File: config.mk
export PLATFORM = sky130hd
export DESIGN_NAME = fetch_sequencer
export DESIGN_NICKNAME = d
export VERILOG_FILES = /design/src/rtl/fetch_sequencer.sv
export SDC_FILE = /design/constraint.sdc
export NUM_CORES = 1
export LEC_CHECK = 0
export ABC_AREA = 1
export CAP_MARGIN = 20
export CORE_AREA = 2 2 107 109
export CTS_BUF_LIST = sky130_fd_sc_hd__clkbuf_8
export DETAILED_ROUTE_END_ITERATION = 16
export DIE_AREA = 0 0 109 111
export PLACE_DENSITY = 0.8
export SYNTH_ARGS = -nofsm -noshare
export SYNTH_HDL_FRONTEND = slang
export SYNTH_SLANG_ARGS = --single-unit
File: constraint.sdc
create_clock -name clk -period 2.4 [get_ports clk]
set_input_delay 0.36 -clock clk [delete_from_list [all_inputs] [get_ports clk]]
set_output_delay 0.36 -clock clk [all_outputs]
set_load 0.02 [all_outputs]
File: src/rtl/fetch_sequencer.sv
// Instruction fetch sequencer: owns the PC, arbitrates the instruction-memory
// write port between the program loader and execution, and detects end of program.
module fetch_sequencer #(
  parameter int unsigned           ADDR_WIDTH = 32,
  parameter int unsigned           MEM_DEPTH  = 256,
  parameter logic [ADDR_WIDTH-1:0] END_ADDR   = 'h20
) (
  input  logic                         clk,
  input  logic                         rst_n,
  input  logic                         run,
  input  logic                         stall,
  input  logic                         jump,
  input  logic [ADDR_WIDTH-1:0]        jump_target,
  input  logic                         branch_taken,
  input  logic [ADDR_WIDTH-1:0]        branch_target,
  input  logic                         load_req,
  input  logic                         load_we,
  input  logic [$clog2(MEM_DEPTH)-1:0] load_addr,
  input  logic [31:0]                  load_data,
  output logic [ADDR_WIDTH-1:0]        pc,
  output logic                         fetch_valid,
  output logic                         load_gnt,
  output logic                         imem_we,
  output logic [$clog2(MEM_DEPTH)-1:0] imem_waddr,
  output logic [31:0]                  imem_wdata,
  output logic                         halted,
  output logic [15:0]                  instr_count
);

  typedef enum logic [1:0] {IDLE, LOAD, RUN, HALT} state_e;

  state_e                  state_q;
  logic [ADDR_WIDTH-1:0]   pc_q;
  logic [ADDR_WIDTH-1:0]   pc_d;
  logic [15:0]             cnt_q;
  logic                    fetch_valid_q;
  logic                    halted_q;
  logic                    load_gnt_q;
  logic                    in_load;

  function automatic logic [ADDR_WIDTH-1:0] align_word(input logic [ADDR_WIDTH-1:0] a);
    return {a[ADDR_WIDTH-1:2], 2'b00};
  endfunction

  function automatic logic [15:0] sat_inc(input logic [15:0] c);
    return (c == 16'hFFFF) ? c : c + 16'd1;
  endfunction

  // A stalled redirect is dropped outright; nothing is remembered for later.
  always_comb begin
    pc_d = pc_q + ADDR_WIDTH'(4);
    if (stall)             pc_d = pc_q;
    else if (jump)         pc_d = align_word(jump_target);
    else if (branch_taken) pc_d = align_word(branch_target);
  end

  always_ff @(posedge clk or negedge rst_n) begin
    if (!rst_n) begin
      state_q       <= IDLE;
      pc_q          <= '0;
      cnt_q         <= '0;
      fetch_valid_q <= 1'b0;
      halted_q      <= 1'b0;
      load_gnt_q    <= 1'b0;
    end else begin
      case (state_q)
        IDLE, HALT: begin
          if (load_req) begin
            state_q       <= LOAD;
            load_gnt_q    <= 1'b1;
            halted_q      <= 1'b0;
            fetch_valid_q <= 1'b0;
          end else if (run) begin
            state_q       <= RUN;
            pc_q          <= '0;
            cnt_q         <= '0;
            halted_q      <= 1'b0;
            fetch_valid_q <= 1'b1;
          end
        end
        LOAD: begin
          if (!load_req) begin
            state_q    <= IDLE;
            load_gnt_q <= 1'b0;
          end
        end
        RUN: begin
          pc_q <= pc_d;
          if (!stall) cnt_q <= sat_inc(cnt_q);
          // Any next PC at or past the end address (unsigned) ends the program.
          if (pc_d >= END_ADDR) begin
            state_q       <= HALT;
            halted_q      <= 1'b1;
            fetch_valid_q <= 1'b0;
          end
        end
        default: state_q <= IDLE;
      endcase
    end
  end

  assign in_load     = (state_q == LOAD);
  assign imem_we     = in_load & load_we;
  assign imem_waddr  = in_load ? load_addr : '0;
  assign imem_wdata  = in_load ? load_data : '0;

  assign pc          = pc_q;
  assign instr_count = cnt_q;
  assign fetch_valid = fetch_valid_q;
  assign halted      = halted_q;
  assign load_gnt    = load_gnt_q;

endmodule

==> qor.txt <==
met1 GRT Util: 0.323
total gr overflow: 0
CTS H-tree depth: 2
vias in the first global route: 5444
synthesized instance count: 794
syn nets: 910
Max IR drop VDD: 587 uV
# diodes: 0
TritonRoute pass-1 iters: 7
clock tree buffer depth: 2
final WL: 16300 um
sw power: 2.95 mW
synthesized area per cell: 5.94 um^2
final core occ: 0.672
Critical Path RT: 2.63 ns
Setup Viol. Count Final: 0
hold_ws: -0.00237 ns
I/O Buffers: 199
final period utilization: 0.966
GR met3 Demand/Resource: 0.0476
WL per Instance: 14.2 um
clock share of power: 0.095
total I/O pin count: 204
Root Buffer Master: clkbuf_8
die width: 109 um
#FFs+latches synth: 53
CTS tree: built
EDFF count, synth: 0
CP Class: reg2reg
max-slew violations: 0
gpl congestion: 0.984
crit start category: flip-flop
Reg power frac: 0.261
post-synthesis cell area: 4720 um^2
Arr. time, crit path: 2.55 ns
All-Layer GR Usage: 0.266
initial antenna violation count: 0
Initial DRC Count: 409
GR peak layer: met2
clk_lat worst skew: 0.33 ns
# rows: 39
yosys synthesis warning count: 0
sequential fraction of the synthesis area: 0.281
area share of the largest cell type after synthesis: 0.281
min cycle time layout: 2.32 ns
main area contributors after synthesis: dfrtp_1 (28%), nand2_1 (20%), nor2_1 (9.2%), inv_1 (8.1%), nand3_1 (6.3%)
outcome: finished, violations left
Sink Count: 53
Top FF cell, synth: dfrtp_1
RSZ-0062 raised after global routing: true
DPL Wire Length: 12400 um
FMAX: 0.431 GHz
Initial Util: 0.426
largest net degree at the start of global routing: 54
Post-DRT Antenna Nets: 0
Hold Path Class: in2async
Avg Vias per Cell: 5.08
Comb pwr share: 0.644
global-route wire length before repair: 25700 um
Final TNS setup: 0 ns
fraction of registers with async set/reset: 1.00
die area: 12100 um^2
Worst-path clk slew: 0.11 ns
crit-path max FO: 6
Final Hold Viols: 6
Slew HR: 0.721
Worst Tran Pin Value: 0.419 ns
total number of vias: 5847
fraction of layout cells with a size suffix above 1: 0.128
Distinct cells, synth: 42
Layout Area Growth over Synthesis: 57.7%
DR DRC count: 0
max cap viols: 0
Critical Path Sink Type: flip-flop
failing checks: hold timing
layout net count: 1122
GRT met2 Usage: 0.479
switching share of power: 0.493
Internal Pwr Total: 3.04 mW
PD cells: 805 nW/um^2
Layout Skew: 0.00819 ns
Num CTS Buffers: 5
chip height: 111 um
static leakage: 4.13 nW
core footprint: 11100 um^2
Synth area leader: dfrtp_1
[stage by stage]
stage	hold WS (ns)	std cells	cell area, um^2	power [mW]	setup WS, ns
finish	-0.00237	1150	7440	5.99	0.0812
detailed placement	0.381	1131	6980	5.30	0.0533
global placement	0.385	1131	6980	5.28	0.0783
CTS	0.0302	1139	7070	5.87	0.0125
floorplan	0.0644	794	4720	3.59	0.171
global route	0.0305	1150	7440	6.44	-0.0940
[final timing paths]
path | start | end | slack [ns] | depth (start not counted)
max in group asynchronous | rst_n | pc[7] | 2.12 | 2
max | pc[3] | state_q[0] | 0.08 | 17
max reg2reg | pc[3] | state_q[0] | 0.08 | 17
min in group clk | stall | pc[7] | 0.49 | 4
min reg2reg | fetch_valid | fetch_valid | 0.50 | 2
min | rst_n | pc[14] | -0.002 | 2
[Yosys cell counts, types with 2 or more instances]
master / count
a21boi_2: 2
a21oi_1: 42
a31oi_1: 2
and2_1: 2
buf_2: 7
buf_4: 2
clkbuf_1: 21
clkinv_1: 2
dfrtp_1: 53
ha_1: 4
inv_1: 102
inv_2: 4
nand2_1: 257
nand2_2: 10
nand2_4: 5
nand3_1: 59
nand3_2: 4
nand4_1: 7
nor2_1: 115
nor2_2: 15
nor2_4: 5
nor2_8: 2
nor3_1: 10
nor4_1: 2
o21ai_0: 20
o21ai_1: 5
o21bai_2: 2
o22ai_1: 18
xor2_1: 2
[cell type report]
cell class / count / area, um^2
fill: 964 / 3640
clock inverter: 3 / 25.0
sequential: 53 / 1340
timing repair buffer: 237 / 2450
tap: 143 / 179
inverter: 108 / 405
multi-input combinational: 601 / 2970
clock buffer: 5 / 68.8
[repair_timing]
action	CTS	global route
setup endpoints to repair	0	50
gates resized for setup	0	80
buffers inserted	0	10
hold buffers	0	0
[placed cells by master (no fill, tap or decap), drive strengths merged]
cell,synthesis,final
xor2,2,2
nand2,272,272
o21ai,25,25
a21boi,3,3
dfrtp,53,53
and2,2,2
buf,11,40
o22ai,18,18
or2,1,1
clkbuf,21,6
a31oi,2,2
clkinv,2,2
nand3,64,64
nand4,7,7
nor4,2,2
xnor2,1,1
o21bai,2,2
clkdlybuf4s50,0,155
mux2i,1,1
o31ai,1,1
a21oi,43,43
a32o,1,1
nor2,137,137
ha,4,4
dlymetal6s2s,0,41
a211oi,1,1
nor3,11,11
inv,106,108
a22oi,1,1
clkinvlp,0,1
[registers in the layout, summed over array words and instances (netlist names)]
register / cells
fetch_valid: 1
halted: 1
instr_count: 16
load_gnt: 1
pc: 32
state_q: 2
[power groups by stage]
stage,sequential (mW),combinational (mW),clock (mW)
final,1.56,3.86,0.571
after global placement,1.56,3.72,0
after global routing,1.60,4.23,0.603
after detailed placement,1.56,3.74,0
after floorplan,1.75,1.84,0
after CTS,1.54,3.76,0.571
[layer usage]
layer,routed length [um],part of all wire
met5,0,0
met3,1340,0.082
met4,374,0.023
met2,8220,0.50
met1,6400,0.39
[worst max-delay path, stage by stage, from the launching register on]
cell,delay [ns]
dfrtp_1,0.41
buf_6,0.13
nand2_4,0.05
nor2_4,0.14
buf_12,0.14
nand3_4,0.10
nor2_4,0.13
nand2_1,0.07
nand2_1,0.09
nand2_1,0.05
nand2_1,0.05
nand2_1,0.06
nand2_1,0.09
nand3_2,0.10
nor3_4,0.23
nand4_1,0.19
nand3_1,0.12
nand2_1,0.05
[logic make-up (layout without fill, tap and decap cells)]
logic type,Yosys count,in the layout,synth area share
flip-flops,53,53,0.281
AO/OA/AOI/OAI,97,97,0.118
multiplexers,1,1,0.00212
XOR/XNOR,3,3,0.00557
buffers and inverters,140,353,0.116
AND/OR/NAND/NOR,496,496,0.466
adder cells (fa/ha/maj),4,4,0.0106
(Power assumes the default switching activity.)
